==> src/rtl/led_seq_ctrl.sv <==
// rtl/led_seq_ctrl.sv - programmable 4-LED pattern sequencer with prescaled dwell and start/pause/stop
module led_seq_ctrl #(
    parameter int PRESC_DIV = 50000,
    parameter int PRESC_W   = 16,
    parameter int DWELL_W   = 8
) (
    input  logic               clk,
    input  logic               rst_n,
    input  logic               cfg_valid,
    output logic               cfg_ready,
    input  logic [1:0]         cfg_mode,
    input  logic [DWELL_W-1:0] cfg_dwell,
    input  logic               start,
    input  logic               pause,
    input  logic               stop,
    output logic [3:0]         led,
    output logic               busy,
    output logic               step_pulse
);

    typedef enum logic [1:0] {
        S_IDLE  = 2'd0,
        S_RUN   = 2'd1,
        S_PAUSE = 2'd2
    } state_t;

    localparam logic [PRESC_W-1:0] PRESC_LAST = PRESC_W'(PRESC_DIV - 1);

    state_t             state;
    logic [1:0]         mode_r;
    logic [DWELL_W-1:0] dwell_r;
    logic [DWELL_W-1:0] dwell_cnt;
    logic [PRESC_W-1:0] presc_cnt;
    logic               dir_up;

    logic               cfg_accept;
    logic [1:0]         start_mode;
    logic [3:0]         init_led;
    logic [3:0]         step_led;
    logic               step_dir_up;
    logic               tick;
    logic               bad_state;

    assign cfg_accept = cfg_valid && cfg_ready;
    assign tick       = (presc_cnt == PRESC_LAST);
    assign bad_state  = (state != S_IDLE) && (state != S_RUN) && (state != S_PAUSE);

    // A start that coincides with a config accept launches with the new mode.
    assign start_mode = cfg_accept ? cfg_mode : mode_r;

    always_comb begin
        init_led = 4'b0001;
        case (start_mode)
            2'd1:    init_led = 4'b1000;
            2'd3:    init_led = 4'b1111;
            default: init_led = 4'b0001;
        endcase
    end

    always_comb begin
        step_led    = led;
        step_dir_up = dir_up;
        case (mode_r)
            2'd0: step_led = {led[2:0], led[3]};
            2'd1: step_led = {led[0], led[3:1]};
            2'd2: begin
                // End LEDs turn the direction around so they are lit for one step only.
                if (dir_up) begin
                    if (led[3]) begin
                        step_led    = {1'b0, led[3:1]};
                        step_dir_up = 1'b0;
                    end else begin
                        step_led = {led[2:0], 1'b0};
                    end
                end else begin
                    if (led[0]) begin
                        step_led    = {led[2:0], 1'b0};
                        step_dir_up = 1'b1;
                    end else begin
                        step_led = {1'b0, led[3:1]};
                    end
                end
            end
            default: step_led = ~led;
        endcase
    end

    always_ff @(posedge clk or negedge rst_n) begin
        if (!rst_n) begin
            state      <= S_IDLE;
            led        <= 4'b0000;
            busy       <= 1'b0;
            step_pulse <= 1'b0;
            cfg_ready  <= 1'b1;
            mode_r     <= 2'd0;
            dwell_r    <= '0;
            presc_cnt  <= '0;
            dwell_cnt  <= '0;
            dir_up     <= 1'b1;
        end else begin
            step_pulse <= 1'b0;
            if (stop || bad_state) begin
                state     <= S_IDLE;
                led       <= 4'b0000;
                busy      <= 1'b0;
                cfg_ready <= 1'b1;
                presc_cnt <= '0;
                dwell_cnt <= '0;
                dir_up    <= 1'b1;
            end else begin
                case (state)
                    S_IDLE: begin
                        led       <= 4'b0000;
                        presc_cnt <= '0;
                        dwell_cnt <= '0;
                        if (cfg_accept) begin
                            mode_r  <= cfg_mode;
                            dwell_r <= cfg_dwell;
                        end
                        if (start) begin
                            state     <= S_RUN;
                            led       <= init_led;
                            dir_up    <= 1'b1;
                            busy      <= 1'b1;
                            cfg_ready <= 1'b0;
                        end
                    end
                    S_RUN: begin
                        // The pausing edge itself does not advance the counters.
                        if (pause) begin
                            state <= S_PAUSE;
                        end else if (tick) begin
                            presc_cnt <= '0;
                            if (dwell_cnt == dwell_r) begin
                                dwell_cnt  <= '0;
                                led        <= step_led;
                                dir_up     <= step_dir_up;
                                step_pulse <= 1'b1;
                            end else begin
                                dwell_cnt <= dwell_cnt + DWELL_W'(1);
                            end
                        end else begin
                            presc_cnt <= presc_cnt + PRESC_W'(1);
                        end
                    end
                    S_PAUSE: begin
                        if (pause) begin
                            state <= S_RUN;
                        end
                    end
                    default: begin
                        state <= S_IDLE;
                    end
                endcase
            end
        end
    end

endmodule
==> config.mk <==
export PLATFORM = sky130hd
export DESIGN_NAME = led_seq_ctrl
export DESIGN_NICKNAME = d
export VERILOG_FILES = /design/src/rtl/led_seq_ctrl.sv
export SDC_FILE = /design/constraint.sdc
export NUM_CORES = 1
export LEC_CHECK = 0
export CAP_MARGIN = 20
export CORE_MARGIN = 1
export CORE_UTILIZATION = 50
export CTS_CLUSTER_SIZE = 12
export DETAILED_ROUTE_END_ITERATION = 10
export HOLD_SLACK_MARGIN = 0.08
export PLACE_DENSITY = 0.71
export SLEW_MARGIN = 20
export SYNTH_ARGS = -nofsm -noshare
export SYNTH_HDL_FRONTEND = slang
export SYNTH_SLANG_ARGS = --single-unit
==> constraint.sdc <==
create_clock -name clk -period 2.8 [get_ports clk]
set_input_delay 0.56 -clock clk [delete_from_list [all_inputs] [get_ports clk]]
set_output_delay 0.56 -clock clk [all_outputs]
set_load 0.005 [all_outputs]
==> results_dict.tcl, run 1 <==
set metrics [dict create \
    status "complete, no violations" \
    drv_cap 0 \
    clockBufferDepth 2 \
    dpl.cell_count 358 \
    track_usage 0.221 \
    combPwrFrac 0.207 \
    avgSynthCellArea_sq_um 9.45 \
    io_buffers 22 \
    final_common_cell "dfrtp_1" \
    ir_worst_vdd_uv 380 \
    clk_pin_slew_worst_paths_ns 0.09 \
    yosysUniqueCellTypes 50 \
    dieArea_sq_mm 0.00541 \
    synth_edf_count 0 \
    finalNonFillerCells 366 \
    ys_ff_latch 44 \
    layout.nets 316 \
    power_switching_uw 460 \
    required_ns 3.02 \
    rows 25 \
    max_slew_margin 0.673 \
    cts_tree "yes" \
    clock-root-buffer "clkbuf_8" \
    gp_congestion 0.830 \
    firstDrtPassIters 4 \
    ctsHtreeMaxLevel 2 \
    layout_common_cells "dfrtp_1 (42), clkdlybuf4s50_1 (21), o21ai_0 (20)" \
    cts_made_buffers 5 \
    viasPerCell 5.89 \
    final_antenna_net_count 0 \
    timing.final.crit_share 0.808 \
    min_period_ns 2.26 \
    hpwl_mm 3.88 \
    cts-hold-fix-buffers 0 \
    grt_overflow_total 0 \
    seqPwrFrac 0.486 \
    drt-total-wl_mm 5.54 \
    async_reset_ff_frac 1.00 \
    ys.flop_type "dfrtp_1" \
    fill_cells 431 \
    ioPinCount 23 \
    syn_nets 289 \
    start_kind "input pin" \
    rsz0062_at_grt "no" \
    final-max-slew-violation-count 0 \
    synth_area_leader_cell "dfrtp_1" \
    endpoint_kind "flop" \
    setup_tns_ns 0 \
    skew_ns 0.00892 \
    synth.cell_area_sq_mm 0.00256 \
    path_cells "clkdlybuf4s50_1 > or3b_2 > or2_2 > a211oi_2 > a41oi_1 > a31oi_1" \
    slowest_delay_ns 0.46 \
    fp.dieH_um 73.6 \
    antenna_found_initial 0 \
    drc 0 \
    synth.top_cell.area_share 0.411 \
    wl_per_cell_um 15.1 \
    switching_share 0.288 \
    critPathSlowestCell "or3b_2" \
    fmax_ghz 0.442 \
    ys_top_cells_by_area "dfrtp_1 (41%), mux2_2 (4.8%), o21ai_0 (3.9%), a21oi_1 (3.7%), xor2_1 (3.1%)" \
    areaGrowthSynthToFinish_pct 16.7 \
    tightestPinTransition_ns 0.487 \
    final_cell_area_sq_mm 0.00299 \
    clk_latency_ns 0.30 \
    num_vias 2154 \
    grt_start_max_net_pins 25 \
    min_path_type "in -> async" \
    placed_cell_area_sq_mm 0.00288 \
    critPathArrivalTime_ns 2.48 \
    die_w_um 73.6 \
    clkSinkCount 44 \
    p_int_mw 1.14 \
    cts_resized 0 \
    finalHoldViolCount 0 \
    drt_iter0_markers 169 \
    grt_pass1_wl_mm 9.20 \
    timing.reg2reg.setup_slack_ns 0.55 \
    clock_power_share 0.307 \
    grt_pass1_vias 2001 \
    syn_inst 271 \
    finalSetupViolations 0 \
    p_leak_nw 1.22 \
    path_class "in -> reg" \
    diodes 0 \
    cts_setup_buffers 0 \
    drive_gt1_frac 0.144 \
    start_util 0.531 \
    core_area_sq_mm 0.00482 \
    seq_area_frac_synth 0.431 \
    power_density_mw_per_mm2 534 \
    worstPathMaxFanout 7 \
    yosysWarningCount 0 \
]
-- cells in the mapped netlist, types with 3 or more instances --
| cell | number |
|---|---|
| a211oi_1 | 4 |
| a21oi_1 | 19 |
| a31oi_1 | 6 |
| and3_1 | 4 |
| clkbuf_1 | 8 |
| dfrtp_1 | 42 |
| inv_1 | 10 |
| mux2_2 | 11 |
| nand2_1 | 19 |
| nand2b_1 | 12 |
| nand3_1 | 11 |
| nand4_1 | 4 |
| nor2_1 | 19 |
| nor2b_1 | 5 |
| nor3_1 | 8 |
| nor4bb_1 | 3 |
| o21ai_0 | 20 |
| o22ai_1 | 3 |
| o31ai_1 | 4 |
| o41ai_1 | 4 |
| or2_2 | 3 |
| xnor2_1 | 4 |
| xor2_1 | 9 |
-- cell families after synthesis --
logic type | after synthesis | synth area share
compound gates | 75 | 0.190
xor+xnor | 13 | 0.0445
fa+ha+maj | 2 | 0.00977
buf+inv | 20 | 0.0313
flops | 44 | 0.431
mux | 13 | 0.0562
simple gates | 104 | 0.238
-- state kept, by name, summed over array words and instances, names as in the netlist --
name	cells
presc_cnt	16
dwell_cnt	8
dwell_r	8
led	4
mode_r	2
state	2
busy	1
cfg_ready	1
dir_up	1
step_pulse	1
-- power groups by stage --
stage | Combinational, mW | Sequential [mW] | Clock [mW]
4_1_cts | 0.334 | 0.775 | 0.503
2_1_floorplan | 0.238 | 0.753 | 0
3_5_place_dp | 0.332 | 0.789 | 0
5_1_grt | 0.370 | 0.786 | 0.526
6_report | 0.330 | 0.776 | 0.490
3_3_place_gp | 0.326 | 0.787 | 0
-- metal layers --
layer / wire length (um) / vias to the layer above / track usage
met1: 2710 / 1044 / 0.307
li1: - / 1052 / -
met5: 0 / - / 0
met2: 2580 / 54 / 0.362
met4: 30 / 0 / 0.0449
met3: 214 / 4 / 0.0412
-- critical path, delay by kind of cell --
kind	cells	cell delay [ns]
and+or+nand+nor	2	0.76
buffers and inverters	1	0.42
AOI/OAI and AO/OA	3	0.74
-- metrics by stage --
stage / power, mW / utilization / setup slack [ns] / hold WS (ns)
final: 1.60 / 0.620 / 0.538 / 0.216
after global placement: 1.11 / 0.597 / 0.250 / 0.509
after global routing: 1.68 / 0.620 / 0.377 / 0.255
after floorplan: 0.991 / - / 0.759 / 0.264
after CTS: 1.61 / 0.620 / 0.523 / 0.236
after detailed placement: 1.12 / 0.597 / 0.235 / 0.516
-- final cells by class --
cell class | count | area, sq um | area share
multi-input cells | 207 | 1380 | 0.461
flip-flops and latches | 44 | 1100 | 0.369
repair buffers | 30 | 275 | 0.0921
well taps | 67 | 83.8 | 0.0281
clock buffers | 5 | 68.8 | 0.0230
clock inverters | 3 | 42.5 | 0.0142
inverters | 10 | 37.5 | 0.0126
-- path summary, 6_finish.rpt --
path                                   start      endpoint  cells past startpoint
max in group asynchronous              rst_n        dir_up                      2
min in group clk                  dwell_r[2]    dwell_r[2]                      1
worst min-delay path                   rst_n  dwell_cnt[3]                      1
worst max-delay path                    stop  dwell_cnt[5]                      6
worst min register to register    dwell_r[2]    dwell_r[2]                      1
worst max register to register  presc_cnt[0]        dir_up                      7
Note: power is estimated with default switching activity, not from simulation.
==> run 2, diff against run 1 <==
==> constraint.sdc (replaced) <==
create_clock -name clk -period 2.25 [get_ports clk]
set_input_delay 0.45 -clock clk [delete_from_list [all_inputs] [get_ports clk]]
set_output_delay 0.45 -clock clk [all_outputs]
set_load 0.005 [all_outputs]
==> results_dict.tcl, run 2 (synthesis gave the netlist of run 1 again) <==
set metrics [dict create \
    status "complete, no violations" \
    ir_worst_vdd_uv 365 \
    layout.nets 335 \
    finalSetupViolations 0 \
    rsz0062_at_grt "no" \
    drt-total-wl_mm 5.44 \
    core_area_sq_mm 0.00482 \
    timing.final.crit_share 0.950 \
    cp_num_buf_inv 1 \
    drive_gt1_frac 0.192 \
    io_buffers 22 \
    critPathArrivalTime_ns 2.33 \
    max_slew_margin 0.630 \
    min_path_type "in -> async" \
    cp_top_family "simple AND/OR/NAND/NOR gates" \
    drt_iter0_markers 161 \
    finalHoldViolCount 0 \
    clk_pin_slew_worst_paths_ns 0.08 \
    grt_start_max_net_pins 45 \
    wl_per_cell_um 14.1 \
    timing.reg2reg.setup_slack_ns 0.11 \
    die_w_um 73.6 \
    p_leak_nw 1.32 \
    clk_latency_ns 0.29 \
    track_usage 0.224 \
    clockBufferDepth 2 \
    grt_pass1_wl_mm 9.40 \
    critPathSlowestCell "dfrtp_1" \
    power_density_mw_per_mm2 614 \
    top_register "presc_cnt" \
    fill_cells 443 \
    clock-root-buffer "clkbuf_8" \
    ff_latch_area_sq_mm 0.00110 \
    dp_slack_ns -0.0571 \
    fmax_ghz 0.468 \
    num_vias 2202 \
    path_class "reg -> reg" \
    firstDrtPassIters 4 \
    final_antenna_net_count 0 \
    final-max-slew-violation-count 0 \
    clkSinkCount 44 \
    grt_overflow_total 0 \
    hpwl_mm 3.93 \
    largest_reg_flops 16 \
    multi_input_area_sq_mm 0.00139 \
    top_regs "presc_cnt: 16 flops, dwell_cnt: 8 flops, dwell_r: 8 flops" \
    drv_cap 0 \
    antenna_found_initial 0 \
    fp.dieH_um 73.6 \
    fin_ws_ns 0.113 \
    diodes 0 \
    setup_tns_ns 0 \
    dieArea_sq_mm 0.00541 \
    rows 25 \
    start_util 0.531 \
    cts_tree "yes" \
    skew_ns 0.00656 \
    grt_pass1_vias 2117 \
    ctsHtreeMaxLevel 2 \
    slowest_delay_ns 0.43 \
    tightestPinTransition_ns 0.550 \
    layout_common_cells "dfrtp_1 (42), buf_4 (27), clkdlybuf4s50_1 (21)" \
    worstPathMaxFanout 4 \
    viasPerCell 5.72 \
    drc 0 \
    gp_congestion 0.876 \
    required_ns 2.44 \
    endpoint_kind "flop" \
    final_common_cell "dfrtp_1" \
    cts-hold-fix-buffers 0 \
    cts_made_buffers 5 \
    path_cells "or3_1 > nor4_4 > o21ai_4 > or2_4 > buf_4 > o41ai_1" \
    min_period_ns 2.14 \
    ioPinCount 23 \
    start_kind "flop" \
    areaGrowthSynthToFinish_pct 21.9 \
]
[run 2: cell count changes in the layout (fill, tap and decap cells not counted)]
| cell | before | now |
|---|---|---|
| buf_4 | 8 | 27 |
| bufinv_16 | 1 | 0 |
| clkbuf_1 | 0 | 2 |
| clkbuf_8 | 5 | 6 |
| clkinv_2 | 1 | 0 |
| clkinvlp_4 | 1 | 0 |
| nor2_2 | 1 | 0 |
| nor2_4 | 0 | 1 |
| o41ai_1 | 4 | 3 |
| o41ai_2 | 0 | 1 |
[run 2: metal layers]
metal	vias to the layer above	share of wire	global-route usage
met4	0	0.0090	0.0513
met1	1048	0.48	0.311
li1	1084	-	-
met2	63	0.46	0.360
met3	7	0.050	0.0453
met5	-	0	0
[run 2: area by class of cell]
| class | count | share of cell area |
|---|---|---|
| Timing Repair Buffer | 49 | 0.134 |
| Tap cell | 67 | 0.0269 |
| Inverter | 10 | 0.0120 |
| Multi-Input combinational cell | 207 | 0.445 |
| Clock buffer | 8 | 0.0289 |
| Sequential cell | 44 | 0.354 |
[run 2: through the flow]
step | hold slack, ns | power (mW) | util | area (sq um) | instances
after CTS | 0.242 | 1.93 | 0.645 | 3110 | 385
after detailed placement | 0.520 | 1.42 | 0.627 | 3020 | 377
after floorplan | 0.154 | 1.23 | - | 2560 | 271
after global routing | 0.289 | 2.02 | 0.648 | 3120 | 385
final | 0.224 | 1.92 | 0.648 | 3120 | 385
after global placement | 0.509 | 1.41 | 0.627 | 3020 | 377
[run 2: worst reg2reg max path: stages, from the launching register on]
cell and delay (ns):
dfrtp_1 0.43, or3_1 0.42, nor4_4 0.37, o21ai_4 0.07, or2_4 0.25, buf_4 0.15
o41ai_1 0.34
[run 2: final timing paths]
kind / from / cells past startpoint / to
min reg2reg: dwell_r[5] / 1 / dwell_r[5]
max in group asynchronous: rst_n / 2 / dir_up
min in group clk: dwell_r[5] / 1 / dwell_r[5]
min: rst_n / 2 / busy
max: presc_cnt[13] / 6 / led[1]
max reg2reg: presc_cnt[13] / 6 / led[1]
[run 2: power by group]
part / leakage (nW) / switching [mW] / internal, mW
clock network: 0.0455 / 0.259 / 0.251
logic: 0.695 / 0.208 / 0.240
registers: 0.580 / 0.0904 / 0.870
[run 2: what timing repair did]
item                                    CTS  global route
resized for setup                         0             2
endpoints found under the setup margin    0             6
buffers inserted                          0             0
